$ cat src/rtl/vga_timing_pkg.sv
// Shared 640x480@60 timing defaults, the sync/blank control word and its raster decode.
package vga_timing_pkg;

  localparam int CNT_W = 10;

  localparam int VGA_H_ACTIVE = 640;
  localparam int VGA_H_FP     = 16;
  localparam int VGA_H_SYNC   = 96;
  localparam int VGA_H_BP     = 48;
  localparam int VGA_V_ACTIVE = 480;
  localparam int VGA_V_FP     = 10;
  localparam int VGA_V_SYNC   = 2;
  localparam int VGA_V_BP     = 33;

  typedef struct packed {
    logic hs;
    logic vs;
    logic blank_n;
  } vga_ctrl_t;

  // Sync windows are half-open: [start, end).
  function automatic vga_ctrl_t vga_decode(
    input logic [CNT_W-1:0] hcount,
    input logic [CNT_W-1:0] vcount,
    input logic [CNT_W-1:0] h_active,
    input logic [CNT_W-1:0] h_sync_start,
    input logic [CNT_W-1:0] h_sync_end,
    input logic [CNT_W-1:0] v_active,
    input logic [CNT_W-1:0] v_sync_start,
    input logic [CNT_W-1:0] v_sync_end,
    input logic             sync_pol
  );
    vga_ctrl_t ctrl;
    ctrl.hs      = (hcount >= h_sync_start && hcount < h_sync_end) ? sync_pol : ~sync_pol;
    ctrl.vs      = (vcount >= v_sync_start && vcount < v_sync_end) ? sync_pol : ~sync_pol;
    ctrl.blank_n = (hcount < h_active) && (vcount < v_active);
    return ctrl;
  endfunction

endpackage

$ cat src/rtl/vga_delay_line.sv
// Clock-enable gated shift register with synchronous reset to a fixed idle value.
module vga_delay_line
  import vga_timing_pkg::*;
#(
  parameter int  DEPTH     = 2,
  parameter type T         = vga_ctrl_t,
  parameter T    RESET_VAL = '0
) (
  input  logic clk_i,
  input  logic reset_i,
  input  logic ce_i,
  input  T     d_i,
  output T     q_o
);

  T stage_q [DEPTH];

  // NOTE: every stage is reset, not just the output, so no stale entry can reach q_o after reset.
  always_ff @(posedge clk_i) begin
    if (reset_i) begin
      for (int i = 0; i < DEPTH; i++) stage_q[i] <= RESET_VAL;
    end else if (ce_i) begin
      stage_q[0] <= d_i;
      for (int i = 1; i < DEPTH; i++) stage_q[i] <= stage_q[i-1];
    end
  end

  assign q_o = stage_q[DEPTH-1];

endmodule

$ cat src/rtl/vga_timing_gen.sv
// Raster timing generator: cascaded h/v counters, undelayed strobes, and sync/blank
// delayed through a shift register to line up with the pixel pipeline.
module vga_timing_gen
  import vga_timing_pkg::*;
#(
  parameter int   H_ACTIVE      = VGA_H_ACTIVE,
  parameter int   H_FP          = VGA_H_FP,
  parameter int   H_SYNC        = VGA_H_SYNC,
  parameter int   H_BP          = VGA_H_BP,
  parameter int   V_ACTIVE      = VGA_V_ACTIVE,
  parameter int   V_FP          = VGA_V_FP,
  parameter int   V_SYNC        = VGA_V_SYNC,
  parameter int   V_BP          = VGA_V_BP,
  parameter logic SYNC_POL      = 1'b0,
  parameter int   PIXEL_LATENCY = 2
) (
  input  logic             vga_clk,
  input  logic             reset,
  input  logic             pix_ce,
  output logic [CNT_W-1:0] hcount,
  output logic [CNT_W-1:0] vcount,
  output logic             active,
  output logic             line_start,
  output logic             frame_start,
  output logic             vblank_start,
  output logic             vga_hs,
  output logic             vga_vs,
  output logic             vga_blank_n,
  output logic             vga_sync_n
);

  localparam int H_TOTAL = H_ACTIVE + H_FP + H_SYNC + H_BP;
  localparam int V_TOTAL = V_ACTIVE + V_FP + V_SYNC + V_BP;

  localparam logic [CNT_W-1:0] H_LAST       = CNT_W'(H_TOTAL - 1);
  localparam logic [CNT_W-1:0] V_LAST       = CNT_W'(V_TOTAL - 1);
  localparam logic [CNT_W-1:0] H_ACTIVE_C   = CNT_W'(H_ACTIVE);
  localparam logic [CNT_W-1:0] V_ACTIVE_C   = CNT_W'(V_ACTIVE);
  localparam logic [CNT_W-1:0] H_SYNC_START = CNT_W'(H_ACTIVE + H_FP);
  localparam logic [CNT_W-1:0] H_SYNC_END   = CNT_W'(H_ACTIVE + H_FP + H_SYNC);
  localparam logic [CNT_W-1:0] V_SYNC_START = CNT_W'(V_ACTIVE + V_FP);
  localparam logic [CNT_W-1:0] V_SYNC_END   = CNT_W'(V_ACTIVE + V_FP + V_SYNC);

  localparam vga_ctrl_t CTRL_IDLE = '{hs: ~SYNC_POL, vs: ~SYNC_POL, blank_n: 1'b0};

  if (H_TOTAL > 1024) begin : g_bad_h_total
    $error("vga_timing_gen: H_TOTAL=%0d does not fit the 10-bit counter", H_TOTAL);
  end
  if (V_TOTAL > 1024) begin : g_bad_v_total
    $error("vga_timing_gen: V_TOTAL=%0d does not fit the 10-bit counter", V_TOTAL);
  end
  if (PIXEL_LATENCY < 1 || PIXEL_LATENCY > 4) begin : g_bad_latency
    $error("vga_timing_gen: PIXEL_LATENCY=%0d outside 1..4", PIXEL_LATENCY);
  end

  logic [CNT_W-1:0] hcount_q, hcount_d;
  logic [CNT_W-1:0] vcount_q, vcount_d;
  vga_ctrl_t        ctrl_raw, ctrl_dly;

  // NOTE: next-state defaults to the current value first, so no path leaves a latch.
  always_comb begin
    hcount_d = hcount_q;
    vcount_d = vcount_q;
    if (pix_ce) begin
      if (hcount_q == H_LAST) begin
        hcount_d = '0;
        vcount_d = (vcount_q == V_LAST) ? '0 : vcount_q + 1'b1;
      end else begin
        hcount_d = hcount_q + 1'b1;
      end
    end
  end

  // NOTE: state registers use non-blocking assignments so all flops update together.
  always_ff @(posedge vga_clk) begin
    if (reset) begin
      hcount_q <= '0;
      vcount_q <= '0;
    end else begin
      hcount_q <= hcount_d;
      vcount_q <= vcount_d;
    end
  end

  assign ctrl_raw = vga_decode(hcount_q, vcount_q, H_ACTIVE_C, H_SYNC_START, H_SYNC_END,
                               V_ACTIVE_C, V_SYNC_START, V_SYNC_END, SYNC_POL);

  vga_delay_line #(
    .DEPTH    (PIXEL_LATENCY),
    .T        (vga_ctrl_t),
    .RESET_VAL(CTRL_IDLE)
  ) u_ctrl_delay (
    .clk_i  (vga_clk),
    .reset_i(reset),
    .ce_i   (pix_ce),
    .d_i    (ctrl_raw),
    .q_o    (ctrl_dly)
  );

  // Strobes are qualified by pix_ce so a held counter value fires only once.
  assign line_start   = pix_ce && !reset && (hcount_q == '0);
  assign frame_start  = line_start && (vcount_q == '0);
  assign vblank_start = line_start && (vcount_q == V_ACTIVE_C);

  assign hcount      = hcount_q;
  assign vcount      = vcount_q;
  assign active      = ctrl_raw.blank_n;
  assign vga_hs      = ctrl_dly.hs;
  assign vga_vs      = ctrl_dly.vs;
  assign vga_blank_n = ctrl_dly.blank_n;
  assign vga_sync_n  = 1'b0;

endmodule

$ cat config.mk
export PLATFORM = sky130hd
export DESIGN_NAME = vga_timing_gen
export DESIGN_NICKNAME = d
export VERILOG_FILES = /design/src/rtl/vga_timing_pkg.sv /design/src/rtl/vga_delay_line.sv /design/src/rtl/vga_timing_gen.sv
export SDC_FILE = /design/constraint.sdc
export NUM_CORES = 1
export LEC_CHECK = 0
export CAP_MARGIN = 20
export CORE_MARGIN = 5
export CORE_UTILIZATION = 47
export DETAILED_ROUTE_END_ITERATION = 7
export MAX_ROUTING_LAYER = met4
export PLACE_DENSITY = 0.74
export SLEW_MARGIN = 20
export SYNTH_ARGS = -nofsm -noshare
export SYNTH_HDL_FRONTEND = slang
export SYNTH_SLANG_ARGS = --single-unit
$ cat constraint.sdc
create_clock -name vga_clk -period 2.3 [get_ports vga_clk]
set_clock_uncertainty 0.1 [all_clocks]
set_input_delay 0.23 -clock vga_clk [delete_from_list [all_inputs] [get_ports vga_clk]]
set_output_delay 0.23 -clock vga_clk [all_outputs]
set_load 0.05 [all_outputs]
[After elaboration in Yosys (flattened, before gate mapping)]
Memories as Yosys holds them, arrays and structs flattened.
Index checks and enable logic that the tools add are counted.
Word-level totals
  register bits: 20
  bits in latches: 0
  logic and storage cells: 38
  bits in writable memories: 6
  memories kept: 1
  memory bits (read-only): 0
Memory list
  u_ctrl_delay.stage_q: depth 2, width 3, rd ports 2, clocked after memory_dff 0, write ports 2, RTL line vga_delay_line.sv:16  | T stage_q [DEPTH];
Cells by class
  $mul: 0
  bitwise gates (word level): 2
  magnitude comparators: 6
  eq/ne operators: 3
  reductions and logical operators: 11
  add/sub/neg operators: 2
  multiplexer cells: 11
  divide/modulo/power cells: 0
  shift operators: 0
Operators by type and width (number)
  adder 10 x 1 -> 10 bit (second input constant): 2
  equality test 10 bit (second input constant): 2
  zero test 10 bit: 2
  < comparator 10 bit (second input constant): 2
  < comparator 10 x 9 -> 1 bit (second input constant): 2
  two-way mux 10 bit: 2
  equality test 10 x 9 -> 1 bit (second input constant): 1
  >= comparator 10 bit (second input constant): 1
  >= comparator 10 x 9 -> 1 bit (second input constant): 1
  logical AND 1 bit: 7
  two-way mux 1 bit: 7
  two-way mux 3 bit: 2
  bitwise OR 1 bit: 2
  AND reduction 2 bit: 1
  zero test 1 bit: 1

[Longest topological paths before layout]
Gate-level depths: netlist (run 1).
  word-level depth: 4
  depth in mapped cells: 6
  gate-level depth less buffers: 6

[Hierarchy]
From an unflattened synthesis (run 1), not the netlist that was laid out.
Second synthesis, totals
  cells, all modules: 152
  area total of the unflattened synthesis: 1486.4 µm²
By module, submodules not included
  vga_timing_gen: sequential area each 400.4 µm², instances 1, area each 1222.4 µm², cells each 136
  vga_delay_line: sequential area each 180.2 µm², instances 1, area each 264.0 µm², cells each 16

[Worst setup path after synthesis (run 1)]
No wires, ideal clock.
  path type: register to output
  from: reg hcount_q[4], in the netlist hcount[4]
  to: out frame_start
  setup slack: -1.174 ns
  arrival time: 3.144 ns
  stages on the path, launching flop included: 6
  cell sequence: dfxtp_1 -> clkbuf_8 -> nor4_1 -> and4_1 -> nand3b_1 -> nor4_1
On the way
  cells in the longest elaborated chain, start to end: 3
Ends and longest elaborated chain
  from (decl): RTL line vga_timing_gen.sv:56  | logic [CNT_W-1:0] hcount_q, hcount_d;
  from (signal assigned): RTL line vga_timing_gen.sv:80  | hcount_q <= hcount_d;
  zero test 10 bit: RTL line vga_timing_gen.sv:101  | assign line_start = pix_ce && !reset && (hcount_q == '0);
  logical AND 1 bit: RTL line vga_timing_gen.sv:101
  net line_start: RTL line vga_timing_gen.sv:23  | output logic line_start,
  logical AND 1 bit: RTL line vga_timing_gen.sv:102  | assign frame_start = line_start && (vcount_q == '0);
  to (decl): RTL line vga_timing_gen.sv:24  | output logic frame_start,
The timed path passes the listed nets, and every way through them passes these cells.

[Worst setup path after layout (run 1)]
  from: in pix_ce
  to: out frame_start
On the way
  cells in the longest elaborated chain, start to end: 3
Ends and longest elaborated chain
  from (decl): RTL line vga_timing_gen.sv:19  | input logic pix_ce,
  logical AND 1 bit (2 in a row): RTL line vga_timing_gen.sv:101
  logical AND 1 bit: RTL line vga_timing_gen.sv:102
No other way between the ends.

==> flow_summary_export.csv, run 1 <==
group,metric,value,unit
clock_tree,path_clk_slew,140,ps
sta,max-slew-margin-rel,65.52,%
sta,tns,0,ps
sta,drv_slew,0,
sta,period_share,96.65,%
synth,synth_fp_nets,165,
global_routing,use_met3,3.282,%
route,drtIter0Drc,65,
sta,rsz0062_at_grt,"true",
finish,drive_above_1_share,14.81,%
synth,synth.distinct_cells,38,
die,fp.dieW,64.51,µm
synth,synthesis.area,1396,µm²
placed_design,io_buffers,29,
clock_tree,clkLatencyLatePin,310,ps
sta,period_needed,2223,ps
clock_tree,htree_levels,1,
clock_tree,cts-root-buf,"clkbuf_4",
global_routing,grt_max_degree,17,
global_routing,grt_pass1_vias,1161,
worst_setup_path,worstPathRequired,1970,ps
route,route.vias.total,1259,
clock_tree,postCtsSetupBuffers,0,
worst_setup_path,crit_chain,"clkdlybuf4s50_1 -> nor3b_2 -> and4_4 -> nand3b_1 -> nor4_4 -> buf_12",
finish,multiInputGateArea,772.0,µm²
worst_setup_path,worstSetupStartpointType,"input pin",
clock_tree,clockBufferDepth,2,
placed_design,gp_congestion,0.8619,
finish,fill_cells,245,
route,drc,0,
route,wl_per_cell,14.65,µm
worst_setup_path,arrival,1890,ps
route,postRouteAntennaNets,0,
synth,ys_seq_area_share,41.58,%
sta,clock.fmax,0.4498,GHz
clock_tree,clkSinkCount,26,
sta,hold_viol,0,
global_routing,grt.busiest_layer,"met2",
hold_path,min_path_type,"flip-flop to flip-flop",
power,powerDensity,421.1,nW/µm²
sta,whs,415.9,ps
power,sw_frac_of_total,25.46,%
worst_setup_path,max_stage_delay,560,ps
die,rows,19,
synth,syn_inst,157,
die,io_pins,31,
power,clockPowerShare,25.5,%
run,max-cap-violations,0,
die,dieArea,4161,µm²
power,switchingPower,195.9,µW
finish,seqCellArea,588.1,µm²
finish,design_area,1827,µm²
die,initial_core_util,49.78,%
die,coreArea,2805,µm²
finish,diodes,0,
sta,worst_pin_slew,515.5,ps
global_routing,overflow,0,
power,internal-power,573.4,µW
finish,nets,198,
route,wl,3224,µm
global_routing,grtUsageMet2,27.06,%
finish,final_core_util,65.12,%
clock_tree,cts_tree,"built",
placed_design,postPlaceCellArea,1773,µm²
power,p_seq_share,62.3,%
worst_setup_path,slowest_stage,"clkdlybuf4s50_1",
global_routing,grtUsageMet1,21.43,%
die,die_h,64.51,µm
power,vdd_drop_max,0.0003934,V
synth,synth_area_per_cell,8.894,µm²
run_status,status,"finished, final reports clean",
power,combPwrFrac,12.2,%
worst_setup_path,cp_max_fo,6,
global_routing,track_usage,16.43,%
clock_tree,cts_buffers,3,
clock_tree,cts_hold_buf,0,
placed_design,hpwl,2496,µm
power,power_leakage,0.0005996,µW
global_routing,grt_pass1_wl,5416,µm
synth,ys_warn_count,0,
synth,synth_seq_cells,26,
worst_setup_path,critPathKind,"input pin to primary output",
sta,setup_viol,0,
route,first_pass_iters,5,
worst_setup_path,cp-end-kind,"primary output",
finish,syn_to_final_growth,30.82,%
route,vias_per_cell,5.723,
global_routing,antenna_found_initial,0,
==> worst max-delay path: cells and delay by family <==
family        cells  cell delay, ps
simple gates      4             920
buf+inv           2             740
==> cells by family (layout without fill, tap and decap cells) <==
logic type,Yosys count,count (layout),synth area share (%)
buffers and inverters,15,47,6.989
flip-flops,26,26,41.58
other,1,1,0.2686
AND/OR/NAND/NOR,79,79,32.17
XOR/XNOR,9,9,5.645
adder cells (fa/ha/maj),5,5,4.480
AO/OA/AOI/OAI,22,22,8.872
==> final timing paths <==
path / depth (start not counted) / start / slack, ps / endpoint
setup / recovery: 6 / pix_ce / 80 / frame_start
hold / removal: 1 / u_ctrl_delay.stage_q[0][2] / 420 / u_ctrl_delay.stage_q[0][5]
setup reg to reg: 4 / vcount[2] / 290 / vcount[7]
hold reg to reg: 1 / u_ctrl_delay.stage_q[0][2] / 420 / u_ctrl_delay.stage_q[0][5]
==> final cells by class <==
cell class,instances,share of cell area [%]
repair buffers,36,20.55
inverters,7,1.438
multi-input cells,116,42.26
well taps,31,2.123
clock inverters,1,0.2055
clock buffers,3,1.233
flip-flops and latches,26,32.19
==> cell usage after synthesis, drive strengths merged <==
cell type      n  area [µm²]
a21o           1       7.510
a21oi         10       50.05
a31oi          1       6.260
and2           3       18.77
and3           1       6.260
and4           4       35.03
buf            4       37.53
clkbuf         3       21.27
conb           1       3.750
dfxtp         20       400.4
dlymetal6s2s   1       12.51
edfxtp         6       180.2
ha             5       62.56
inv            7       26.28
nand2         11       41.29
nand2b         2       12.51
nand3          6       30.03
nand3b         3       22.52
nand4          5       31.28
nand4b         1       8.760
nand4bb        1       11.26
nor2          13       48.80
nor2b          2       12.51
nor3          11       55.05
nor3b          1       7.510
nor4           3       18.77
o21ai          7       35.03
o31ai          1       7.510
o41ai          2       17.52
or2            1       6.260
or3            8       51.30
or4            1       11.26
or4b           2       20.02
xnor2          5       43.79
xor2           4       35.03
==> layout by cell type, fill, tap and decap left out, types with 4 or more instances in the layout <==
master           Yosys  layout
nor2_1              13      13
edfxtp_1             6       6
xor2_1               4       4
nor3_1              11       9
ha_1                 5       5
or3_1                7       7
buf_4                2       7
nand2_1             11      11
inv_1                7       7
dfxtp_1             20      16
nand4_1              5       5
nand3_1              6       6
xnor2_1              5       5
a21oi_1             10      10
clkdlybuf4s50_1      0      25
o21ai_0              7       7
==> what timing repair did <==
| item | 4_1_cts | 5_1_grt |
|---|---|---|
| gates cloned | 0 | 0 |
| endpoints found under the setup margin | 2 | 3 |
| gates resized for setup | 1 | 6 |
| pin swaps | 0 | 1 |
==> power groups by stage <==
stage | registers, µW | clock network [µW] | logic (µW)
final | 479 | 196 | 93.5
after global routing | 481 | 228 | 99.0
after CTS | 481 | 197 | 93.8
after detailed placement | 491 | 0 | 93.1
after global placement | 490 | 0 | 92.0
after floorplan | 509 | 0 | 43.9
==> stage by stage <==
stage | setup WS, ps | std cells | power [µW]
2_1_floorplan | 5.452 | 157 | 552.6
3_3_place_gp | 75.09 | 216 | 582.3
3_5_place_dp | -15.94 | 216 | 583.7
4_1_cts | 2.100 | 220 | 771.5
5_1_grt | -24.77 | 220 | 807.5
6_report | 76.94 | 220 | 769.3
==> registers in the layout (all words and copies together) (netlist names) <==
signal and cells:
u_ctrl_delay.stage_q 6, hcount 10, vcount 10
==> routing by layer <==
layer,vias up,wire length [µm]
li1,628,-
met1,588,1463
met2,39,1617
met3,4,122
met4,0,21
met5,-,0
Power figures use the tool's default switching activity.
==> inputs of run 2 (changes only) <==
--- a/config.mk
+++ b/config.mk
@@ -9,8 +9,10 @@
 export CORE_MARGIN = 5
 export CORE_UTILIZATION = 47
 export DETAILED_ROUTE_END_ITERATION = 7
+export GPL_ROUTABILITY_DRIVEN = 0
 export MAX_ROUTING_LAYER = met4
 export PLACE_DENSITY = 0.74
+export SETUP_SLACK_MARGIN = 0.02
 export SLEW_MARGIN = 20
 export SYNTH_ARGS = -nofsm -noshare
 export SYNTH_HDL_FRONTEND = slang
==> constraint.sdc (replaced) <==
create_clock -name vga_clk -period 2.5 [get_ports vga_clk]
set_clock_uncertainty 0.1 [all_clocks]
set_input_delay 0.25 -clock vga_clk [delete_from_list [all_inputs] [get_ports vga_clk]]
set_output_delay 0.25 -clock vga_clk [all_outputs]
set_load 0.05 [all_outputs]
==> flow_summary_export.csv, run 2 (synthesis gave the netlist of run 1 again) <==
group,metric,value,unit
run_status,status,"finished, final reports clean",
finish,nets,195,
power,combPwrFrac,11.8,%
die,coreArea,2805,µm²
finish,syn_to_final_growth,26.70,%
route,vias_per_cell,5.783,
sta,fin_ws,137.1,ps
hold_path,worst_hold_startpoint,"u_ctrl_delay.stage_q[0][1]",
sta,drv_slew,0,
placed_design,io_buffers,29,
die,io_pins,31,
power,p_seq_share,62.4,%
worst_setup_path,path_buf_inv,1,
worst_setup_path,reg2regPathDepth,5,
placed_design,place_ws,127.8,ps
sta,tns,0,ps
sta,setup_viol,0,
worst_setup_path,arrival,2010,ps
worst_setup_path,r2r-start,"hcount[0]",
clock_tree,clockBufferDepth,2,
die,die_h,64.51,µm
die,dieArea,4161,µm²
clock_tree,htree_levels,1,
worst_setup_path,worstPathRequired,2150,ps
global_routing,track_usage,17.02,%
die,rows,19,
clock_tree,ctsResizeCount,0,
worst_setup_path,slowest_stage,"clkdlybuf4s50_1",
sta,period_share,94.52,%
power,clockPowerShare,25.9,%
global_routing,grt_pass1_vias,1173,
power,powerDensity,400.9,nW/µm²
power,power_leakage,0.0005718,µW
sta,worst_pin_slew,510.4,ps
worst_setup_path,max_stage_delay,840,ps
route,drc,0,
worst_setup_path,startpoint,"hcount[7]",
clock_tree,cts-root-buf,"clkbuf_4",
finish,mostFrequentLayoutCell,"clkdlybuf4s50_1",
finish,final_core_util,63.07,%
worst_setup_path,cp-end-kind,"primary output",
sta,hold_viol,0,
hold_path,min_path_type,"flip-flop to flip-flop",
die,fp.dieW,64.51,µm
route,wl,3169,µm
global_routing,grt_max_degree,17,
power,vdd_drop_max,0.0002371,V
power,switchingPower,182.3,µW
worst_setup_path,crit_chain,"o21ai_0 -> nand2_1 -> nor2_1 -> clkdlybuf4s50_1",
worst_setup_path,cp_max_fo,7,
route,drtIter0Drc,58,
sta,clock.fmax,0.4232,GHz
worst_setup_path,r2r-end,"vcount[7]",
clock_tree,path_clk_slew,140,ps
worst_setup_path,worstSetupStartpointType,"flip-flop",
run,max-cap-violations,0,
route,postRouteAntennaNets,0,
placed_design,hpwl,2429,µm
finish,drive_above_1_share,9.677,%
power,sw_frac_of_total,25.69,%
die,initial_core_util,49.78,%
route,wl_per_cell,14.60,µm
worst_setup_path,critPathKind,"flip-flop to primary output",
route,route.vias.total,1255,
power,internal-power,527.0,µW
clock_tree,cts_hold_buf,0,
finish,diodes,0,
power,power,709.3,µW
finish,mostFrequentLayoutCells,"clkdlybuf4s50_1, dfxtp_1, nor2_1",
worst_setup_path,r2r_setup_slack,410,ps
global_routing,antenna_found_initial,0,
clock_tree,cts_buffers,3,
clock_tree,postCtsSetupBuffers,0,
hold_path,min_delay_path_depth,1,
clock_tree,clkSinkCount,26,
sta,whs,415.8,ps
clock_tree,clkLatencyLatePin,320,ps
sta,period_needed,2363,ps
sta,rsz0062_at_grt,"false",
hold_path,worstHoldEndpoint,"u_ctrl_delay.stage_q[0][4]",
worst_setup_path,cp_top_family,"buffers and inverters",
global_routing,grt_pass1_wl,5589,µm
finish,fill_cells,260,
sta,max-slew-margin-rel,65.87,%
global_routing,overflow,0,
clock_tree,cts_tree,"built",
route,first_pass_iters,4,
## run 2: cell types whose count changed in the layout (fill, tap and decap cells not counted)
cell,before,now
dfxtp_4,1,0
clkdlybuf4s50_1,25,26
dfxtp_1,16,20
dlymetal6s2s_1,1,0
nor4_1,1,2
buf_4,7,4
nor3b_2,1,0
nor3_1,9,10
dfxtp_2,3,0
nor4_4,2,1
nor3_2,1,0
nor3b_1,0,1
## run 2: worst max path at each step
stage                   endpoint  cells after the start
floorplan            frame_start                      5
global placement     frame_start                      6
detailed placement  vblank_start                      6
CTS                 vblank_start                      6
global route         frame_start                      5
finish                    active                      4
## run 2: final cells by class
type	instances	area (µm²)	area share, %
well taps	31	38.79	2.192
clock inverters	1	3.754	0.2122
clock buffers	3	22.52	1.273
flip-flops and latches	26	580.6	32.81
inverters	7	26.28	1.485
repair buffers	33	350.3	19.80
multi-input cells	116	747.0	42.22
## run 2: worst register-to-register path, delay by kind of cell (launching register included)
kind,cells,cell delay [ps]
adder cells (fa/ha/maj),1,220
AO/OA/AOI/OAI,1,170
AND/OR/NAND/NOR,3,1090
flip-flops,1,450
## run 2: stage by stage
stage	area (µm²)	std cells
global route	1769	217
finish	1769	217
floorplan	1425	157
global placement	1743	213
detailed placement	1743	213
CTS	1769	217
## run 2: layer usage
metal  global-route usage (%)  vias to the layer above  routed length [µm]
li1                         -                      617                   -
met1                    22.48                      601                1461
met2                    26.42                       32                1539
met3                    2.936                        5                 133
met4                    5.805                        0                  34
met5                        -                        -                   0
## run 2: power by group through the flow
stage	registers (µW)	logic [µW]	clock network, µW
after floorplan	468	40.4	0
after global placement	451	82.9	0
after detailed placement	452	84.1	0
after CTS	443	84.2	184
after global routing	444	88.7	203
final	442	83.5	183
